--- config.mk ---
export PLATFORM = sky130hd
export DESIGN_NAME = rvfi_check_sequencer_flat
export DESIGN_NICKNAME = d
export VERILOG_FILES = /design/src/rtl/rvfi_check_sequencer_pkg.sv /design/src/rtl/rvfi_check_sequencer_if.sv /design/src/rtl/rvfi_check_sequencer_select.sv /design/src/rtl/rvfi_check_sequencer.sv /design/src/flat_wrapper.sv
export SDC_FILE = /design/constraint.sdc
export NUM_CORES = 1
export LEC_CHECK = 0
export BUFFER_PORTS_ARGS = -buffer_cell sky130_fd_sc_hd__buf_2
export CAP_MARGIN = 40
export CORE_MARGIN = 4
export CORE_UTILIZATION = 60
export DETAILED_ROUTE_END_ITERATION = 8
export PLACE_DENSITY = 0.84
export SLEW_MARGIN = 0
export SYNTH_ARGS = -nofsm -noshare
export SYNTH_HDL_FRONTEND = slang
export SYNTH_SLANG_ARGS = --single-unit
--- constraint.sdc ---
create_clock -name clock -period 5 [get_ports clock]
set_input_delay 0.25 -clock clock [delete_from_list [all_inputs] [get_ports clock]]
set_output_delay 0.25 -clock clock [all_outputs]
set_load 0.01 [all_outputs]
--- src/rtl/rvfi_check_sequencer_pkg.sv ---
//==============================================================================
// Module   : rvfi_check_pkg
// Brief    : Shared types, widths and helpers for the RVFI check sequencer.
// Revision : 1.0 - initial release
//==============================================================================
`default_nettype none

package rvfi_check_pkg;

    typedef enum logic [1:0] {
        ST_IDLE = 2'd0,
        ST_WARM = 2'd1,
        ST_RUN  = 2'd2,
        ST_DONE = 2'd3
    } seq_state_t;

    localparam int ORDER_W = 64;

    // Saturating add clamped to the all-ones value of a width-bit counter.
    function automatic logic [63:0] sat_add(input logic [63:0] cnt,
                                            input logic [63:0] inc,
                                            input int          width);
        logic [64:0] sum;
        logic [64:0] max;
        sum = {1'b0, cnt} + {1'b0, inc};
        max = (65'd1 << width) - 65'd1;
        if (sum > max) begin
            return max[63:0];
        end
        return sum[63:0];
    endfunction

endpackage

`default_nettype wire

--- src/rtl/rvfi_check_sequencer_if.sv ---
//==============================================================================
// Module   : rvfi_check_sequencer_if
// Brief    : RVFI retirement bus (valid + order per channel) with modports.
// Revision : 1.0 - initial release
//==============================================================================
`default_nettype none

interface rvfi_check_sequencer_if #(
    parameter int NRET = 1
) ();
    import rvfi_check_pkg::*;

    logic [NRET-1:0]         rvfi_valid;
    logic [ORDER_W*NRET-1:0] rvfi_order;

    modport master (output rvfi_valid, output rvfi_order);
    modport slave  (input  rvfi_valid, input  rvfi_order);
endinterface

`default_nettype wire

--- src/rtl/rvfi_check_sequencer_select.sv ---
//==============================================================================
// Module   : rvfi_retire_select
// Brief    : Popcount of the valid vector and location of its k-th set bit.
// Revision : 1.0 - initial release
//==============================================================================
`default_nettype none

module rvfi_retire_select #(
    parameter int NRET  = 1,
    parameter int K_W   = 16,
    parameter int IDX_W = $clog2(NRET) + 1,
    parameter int POP_W = $clog2(NRET + 1)
) (
    input  logic [NRET-1:0]  valid,
    input  logic [K_W-1:0]   k,
    output logic [POP_W-1:0] pop,
    output logic             hit,
    output logic [IDX_W-1:0] idx
);

    // k is 1-based; k=0 can never match since pop is at least 1 at a set bit.
    always_comb begin
        pop = '0;
        hit = 1'b0;
        idx = '0;
        for (int i = 0; i < NRET; i++) begin
            if (valid[i]) begin
                pop = pop + POP_W'(1);
                if (!hit && (K_W'(pop) == k)) begin
                    hit = 1'b1;
                    idx = IDX_W'(i);
                end
            end
        end
    end

endmodule

`default_nettype wire

--- src/rtl/rvfi_check_sequencer.sv ---
//==============================================================================
// Module   : rvfi_check_sequencer
// Brief    : Warm-up reset, retirement counting and depth-aligned check strobe
//            for one RVFI checker. Optional idle timeout: RVFI_CHECK_TIMEOUT_EN.
// Revision : 1.0 - initial release
//==============================================================================
`default_nettype none

module rvfi_check_sequencer
    import rvfi_check_pkg::*;
#(
    parameter int NRET        = 1,
    parameter int SKIP_CYCLES = 4,
    parameter int CHECK_DEPTH = 8,
    parameter int CNT_W       = 16,
    parameter int TIMEOUT     = 64
) (
    input  logic                      clock,
    input  logic                      resetn,
    input  logic                      enable,
    rvfi_check_sequencer_if.slave     rvfi,
    output logic                      checker_reset,
    output logic                      check,
    output logic [$clog2(NRET):0]     check_channel,
    output logic [CNT_W-1:0]          retire_cnt,
    output logic                      done,
    output logic                      order_err,
    output logic                      stall
);

    localparam int IDX_W = $clog2(NRET) + 1;
    localparam int POP_W = $clog2(NRET + 1);

    seq_state_t          state;
    seq_state_t          state_nxt;
    logic [CNT_W-1:0]    warm_cnt;
    logic [CNT_W-1:0]    k;
    logic [CNT_W-1:0]    cnt_next;
    logic [POP_W-1:0]    pop;
    logic                hit;
    logic [IDX_W-1:0]    idx;
    logic [ORDER_W-1:0]  exp_order;
    logic [ORDER_W-1:0]  exp_order_nxt;
    logic                exp_vld;
    logic                exp_vld_nxt;
    logic                ord_bad;
    logic                warm_done;
    logic                any_valid;
    logic                timeout_hit;

    assign any_valid = |rvfi.rvfi_valid;
    assign warm_done = (SKIP_CYCLES <= 1) || (warm_cnt == CNT_W'(SKIP_CYCLES - 1));
    assign k         = (retire_cnt < CNT_W'(CHECK_DEPTH)) ? (CNT_W'(CHECK_DEPTH) - retire_cnt) : '0;
    assign cnt_next  = CNT_W'(sat_add(64'(retire_cnt), 64'(pop), CNT_W));

    rvfi_retire_select #(
        .NRET  (NRET),
        .K_W   (CNT_W),
        .IDX_W (IDX_W),
        .POP_W (POP_W)
    ) u_select (
        .valid (rvfi.rvfi_valid),
        .k     (k),
        .pop   (pop),
        .hit   (hit),
        .idx   (idx)
    );

    assign check         = (state == ST_RUN) && hit;
    assign check_channel = check ? idx : '0;
    assign checker_reset = (state == ST_IDLE) || (state == ST_WARM);
    assign done          = (state == ST_DONE);

    // Walk the channels in ascending order; the very first retirement only seeds exp_order.
    always_comb begin
        exp_order_nxt = exp_order;
        exp_vld_nxt   = exp_vld;
        ord_bad       = 1'b0;
        for (int i = 0; i < NRET; i++) begin
            if (rvfi.rvfi_valid[i]) begin
                if (exp_vld_nxt && (rvfi.rvfi_order[ORDER_W*i +: ORDER_W] != exp_order_nxt)) begin
                    ord_bad = 1'b1;
                end
                exp_order_nxt = (exp_vld_nxt ? exp_order_nxt
                                             : rvfi.rvfi_order[ORDER_W*i +: ORDER_W]) + 64'd1;
                exp_vld_nxt   = 1'b1;
            end
        end
    end

    always_comb begin
        state_nxt = state;
        case (state)
            ST_IDLE: if (enable) state_nxt = ST_WARM;
            ST_WARM: begin
                if (!enable)        state_nxt = ST_IDLE;
                else if (warm_done) state_nxt = ST_RUN;
            end
            ST_RUN: begin
                if (!enable)          state_nxt = ST_IDLE;
                else if (hit)         state_nxt = ST_DONE;
                else if (timeout_hit) state_nxt = ST_DONE;
            end
            ST_DONE: if (!enable) state_nxt = ST_IDLE;
            default: state_nxt = ST_IDLE;
        endcase
    end

    always_ff @(posedge clock or negedge resetn) begin
        if (!resetn) begin
            state      <= ST_IDLE;
            warm_cnt   <= '0;
            retire_cnt <= '0;
            exp_order  <= '0;
            exp_vld    <= 1'b0;
            order_err  <= 1'b0;
        end else begin
            state    <= state_nxt;
            warm_cnt <= ((state == ST_WARM) && (state_nxt == ST_WARM)) ? warm_cnt + CNT_W'(1) : '0;
            if (state_nxt == ST_IDLE) begin
                retire_cnt <= '0;
                exp_order  <= '0;
                exp_vld    <= 1'b0;
            end else if (state == ST_RUN) begin
                retire_cnt <= cnt_next;
                exp_order  <= exp_order_nxt;
                exp_vld    <= exp_vld_nxt;
            end
            if ((state == ST_RUN) && enable && ord_bad) begin
                order_err <= 1'b1;
            end
        end
    end

`ifdef RVFI_CHECK_TIMEOUT_EN
    logic [CNT_W-1:0] idle_cnt;

    // A retirement in the would-be timeout cycle wins: any_valid suppresses the hit.
    assign timeout_hit = (state == ST_RUN) && !any_valid && (idle_cnt == CNT_W'(TIMEOUT - 1));

    always_ff @(posedge clock or negedge resetn) begin
        if (!resetn) begin
            idle_cnt <= '0;
            stall    <= 1'b0;
        end else begin
            if ((state == ST_RUN) && enable && !any_valid && !timeout_hit) begin
                idle_cnt <= idle_cnt + CNT_W'(1);
            end else begin
                idle_cnt <= '0;
            end
            if (timeout_hit && enable) begin
                stall <= 1'b1;
            end
        end
    end
`else
    logic unused_timeout;

    assign unused_timeout = |TIMEOUT;
    assign timeout_hit    = 1'b0;
    assign stall          = 1'b0;
`endif

endmodule

`default_nettype wire

--- src/flat_wrapper.sv ---
// flat-port wrapper written by rule: the top's interface ports become plain ports
module rvfi_check_sequencer_flat import rvfi_check_pkg::*;
#(
    parameter int NRET        = 1,
    parameter int SKIP_CYCLES = 4,
    parameter int CHECK_DEPTH = 8,
    parameter int CNT_W       = 16,
    parameter int TIMEOUT     = 64
)
  (clock, resetn, enable, checker_reset, check, check_channel, retire_cnt, done, order_err, stall, rvfi_rvfi_valid, rvfi_rvfi_order);
  rvfi_check_sequencer_if #(.NRET(NRET)) rvfi_i ();
  input  logic clock;
  input  logic resetn;
  input  logic enable;
  output logic checker_reset;
  output logic check;
  output logic [$clog2(NRET):0] check_channel;
  output logic [CNT_W-1:0] retire_cnt;
  output logic done;
  output logic order_err;
  output logic stall;
  input wire logic [$bits(rvfi_i.rvfi_valid)-1:0] rvfi_rvfi_valid;
  input wire logic [$bits(rvfi_i.rvfi_order)-1:0] rvfi_rvfi_order;
  assign rvfi_i.rvfi_valid = rvfi_rvfi_valid;
  assign rvfi_i.rvfi_order = rvfi_rvfi_order;
  rvfi_check_sequencer #(.NRET(NRET), .SKIP_CYCLES(SKIP_CYCLES), .CHECK_DEPTH(CHECK_DEPTH), .CNT_W(CNT_W), .TIMEOUT(TIMEOUT)) u_core (.clock(clock), .resetn(resetn), .enable(enable), .rvfi(rvfi_i), .checker_reset(checker_reset), .check(check), .check_channel(check_channel), .retire_cnt(retire_cnt), .done(done), .order_err(order_err), .stall(stall));
endmodule
==> qor.log <==
INFO  status         status=complete, no violations
INFO  sta            post-route-period-util=78.9%
INFO  global_routing grt_overflow=0
INFO  sta            post-route-worst-setup-slack=1060ps
INFO  synth          yosys.area.top_type=dfrtp_1
INFO  synth          synth_edf_count=0
INFO  die            die-area=14,100µm²
INFO  critical_path  timing.reg2reg.worst_path_depth=9
INFO  global_routing antenna_found_initial=1
INFO  critical_path  critical_path_endpoint_category=register
INFO  global_routing global_route_wire_length_before_repair=32,100µm
INFO  critical_path  cp_max_fo=79
INFO  clock_network  clk_tree_root_cell=clkbuf_16
INFO  route          drt_drc_violations_left=0
INFO  synth          yosysMostFrequentCell=nand2_1
INFO  die            core-area=12,000µm²
INFO  clock_network  cts_setup_buffers=0
INFO  synth          synth_top_family_by_area=simple AND/OR/NAND/NOR gates
INFO  die            initial_utilization=61.2%
INFO  final_layout   post-route-cell-area=8200µm²
INFO  final_layout   flow.area_growth_from_synthesis=11.6%
INFO  synth          syn-instance-count=858
INFO  synth          largest_cells_by_area_after_synthesis=dfrtp_1 34%, xor2_1 13%, nand2_1 5.7%
INFO  critical_path  worst_r2r_endpoint=u_core.exp_order[42]$_DFFE_PN0P_
INFO  route          vias_per_cell=6.35
INFO  synth          synth_cell_types=66
INFO  placement      port_buffers=87
INFO  synth          post_synth_fa_ha_maj_area_fraction=0.851%
INFO  critical_path  worst_ep_arrival_time=4150ps
INFO  sta            grt_setup_unrepaired=false
INFO  synth          seq_cells_post_synth=100
INFO  sta            timing.final.crit_period=3940ps
INFO  synth          netlist_area=7350µm²
INFO  final_layout   share_of_layout_cells_above_drive_strength_1=14.2%
INFO  sta            final-hold-violation-count=0
INFO  sta            finalSetupViolCount=0
INFO  route          routed_wl=19,800µm
INFO  final_layout   finish.utilization=68.3%
INFO  sta            setup_tns_final=0ps
INFO  power_and_ir_drop leakage=0.00345µW
INFO  route          wl_per_cell=18.4µm
INFO  clock_network  htree_levels=3
INFO  die            die_h=119µm
INFO  synth          synth-xor-area-share=16.4%
INFO  global_routing global_route.usage.total=27.9%
INFO  sta            fmaxAchievable=0.254GHz
INFO  synth          leading_post_synthesis_cells_by_instance_count=112 x nand2_1, 107 x xor2_1, 100 x dfrtp_1
INFO  critical_path  regToRegSetupSlack=1060ps
INFO  critical_path  cp_data_required_time=5210ps
INFO  route          via_count=6,840
INFO  critical_path  worst-setup-path-type=register to register
INFO  placement      pre_cts_ws=1130ps
INFO  sta            timing.max_slew.rel_slack=41.6%
INFO  route          drt_iter0_drc=655
INFO  clock_network  cts-root-to-sink-buffers=2
INFO  clock_network  cts_resized=0
INFO  clock_network  clk-insertion-delay-late=360ps
INFO  final_layout   fill_cells=998
INFO  route          drt.antenna.violating_nets=0
INFO  sta            final_max_slew_viol_count=0
INFO  die            width_of_the_chip=119µm
INFO  critical_path  worst_setup_path_start_kind=register
INFO  synth          synthFlopType=dfrtp_1
INFO  global_routing via_count_of_the_first_global_routing_pass=6,423
INFO  final_layout   finish.net_count=998
INFO  critical_path  critical_path_capture_point=u_core.exp_order[42]$_DFFE_PN0P_
INFO  synth          post_synthesis_average_cell_area=8.57µm²
INFO  sta            worstMarginPinSlew=872ps
INFO  final_layout   num_antenna_cells=0
INFO  power_and_ir_drop vdd_ir_drop_max=0.187mV
INFO  placement      dp_hpwl=14,000µm
INFO  synth          yosys.area.top_type_share=34.0%
INFO  placement      post_dp_cell_area=7880µm²
INFO  clock_network  clock-sinks=100
INFO  power_and_ir_drop power_density=215nW/µm²
INFO  hold_path      timing.hold.worst.class=input pin to asynchronous set/reset pin
INFO  synth          mux_cell_area_share_after_synthesis=6.84%
INFO  clock_network  cts_tree=done
INFO  synth          synth_simple_gate_area_share=24.1%
INFO  power_and_ir_drop fin_total_pwr=1760µW
INFO  flow_run       max_cap_check_violation_count=0
INFO  clock_network  tritoncts.num_buffers=9
INFO  critical_path  worstSetupStartpoint=u_core.exp_vld$_DFFE_PN0P_
INFO  sta            maximum_clock_skew_at_final_layout=13.1ps
INFO  synth          async_flop_share=100%
INFO  die            io_pins=90
INFO  route          first_pass_iters=8
INFO  synth          yosysWarnings=0
INFO  synth          synth.yosys.seq_area_share=34.0%
INFO  global_routing grt_max_degree=80
INFO  synth          synth_compound_gate_area_share=14.3%
INFO  placement      routabilityCongestion=0.922
INFO  critical_path  r2r-start=u_core.exp_vld$_DFFE_PN0P_
INFO  clock_network  clkSlewWorstSetupHoldPaths=80ps
INFO  die            placement_rows=40
==> cell families (layout without fill, tap and decap cells) <==
group / count (synthesis) / in the layout
and+or+nand+nor: 342 / 342
AOI/OAI and AO/OA: 167 / 167
xor gates and xnor gates: 138 / 138
DFF: 100 / 100
buffers and inverters: 56 / 127
muxes: 49 / 49
adders and majority gates: 5 / 5
other: 1 / 2
==> cells in the final DEF (no fill, tap or decap), types with 4 or more instances in the layout <==
| cell type | instances |
|---|---|
| nor4_1 | 29 |
| ha_1 | 5 |
| nand3_1 | 39 |
| mux2i_1 | 39 |
| mux2_2 | 9 |
| nor2b_1 | 13 |
| nor2_1 | 41 |
| a31oi_1 | 5 |
| a22o_1 | 9 |
| or3_1 | 10 |
| and3_1 | 13 |
| dfrtp_1 | 99 |
| a32oi_1 | 7 |
| buf_4 | 7 |
| clkbuf_16 | 9 |
| nand3b_1 | 17 |
| xnor2_1 | 31 |
| o21ai_0 | 41 |
| nand4_1 | 24 |
| buf_2 | 86 |
| o21ai_1 | 23 |
| a21oi_1 | 38 |
| nor3_1 | 15 |
| xor2_1 | 107 |
| a21o_1 | 4 |
| inv_1 | 16 |
| nand2_1 | 112 |
| a32o_1 | 7 |
| a22oi_1 | 4 |
==> stage by stage <==
stage,std cells,hold WS (ps)
finish,1077,246
global route,1077,253
CTS,1077,247
detailed placement,1060,91.8
global placement,1058,419
floorplan,859,-45.6
==> how the worst min path moves through the flow <==
stage           start                                to  slack [ps]  cells after the start
6_report       resetn  u_core.exp_order[25]$_DFFE_PN0P_         250                      2
2_1_floorplan  resetn   u_core.exp_order[0]$_DFFE_PN0P_         -50                      0
4_1_cts        resetn  u_core.exp_order[25]$_DFFE_PN0P_         250                      2
5_1_grt        resetn  u_core.exp_order[25]$_DFFE_PN0P_         250                      2
3_5_place_dp   resetn  u_core.exp_order[33]$_DFFE_PN0P_          90                      1
3_3_place_gp   resetn  u_core.exp_order[33]$_DFFE_PN0P_         420                      1
==> worst max-delay path: stages (launching register included) <==
cell and delay (ps):
dfrtp_4 990, mux2_2 310, ha_1 180, inv_1 90, a211oi_2 380, and4_1 340, nand4_1 670, nor4_1 550
xor2_1 170, o21ai_0 100
==> power breakdown <==
part	internal [µW]	leakage (µW)	switching (µW)
registers	810	0.00139	3.35
logic	74.9	0.00191	129
clock network	398	0.000150	345
total	1280	0.00345	477
==> per-layer routing <==
metal	up-vias	GRT usage, %	share of wire [%]
met5	-	0	0.035
met4	2	9.56	3.2
met3	55	7.27	7.9
met2	314	44.3	46
met1	3237	37.1	43
li1	3232	-	-
==> area by class of cell <==
cell class | count | area [µm²] | share of cell area [%]
clock inverters | 7 | 82.6 | 1.01
flip-flops and latches | 100 | 2510 | 30.6
inverters | 16 | 60.1 | 0.732
clock buffers | 9 | 225 | 2.75
well taps | 147 | 184 | 2.24
multi-input cells | 703 | 4620 | 56.4
repair buffers | 95 | 520 | 6.35
==> flip-flops by register name, indices dropped and copies added, names as in the netlist <==
register and flops:
u_core.warm_cnt 16, u_core.exp_order 64, u_core.exp_vld 1, u_core.order_err 1, u_core.retire_cnt 16, u_core.state 2
==> timing repair <==
item / 4_1_cts / 5_1_grt
hold buffers: 1 / 0
setup endpoints to repair: 0 / 0
hold endpoints to repair: 44 / 0
No activity file was read; power rests on OpenSTA's default activity.
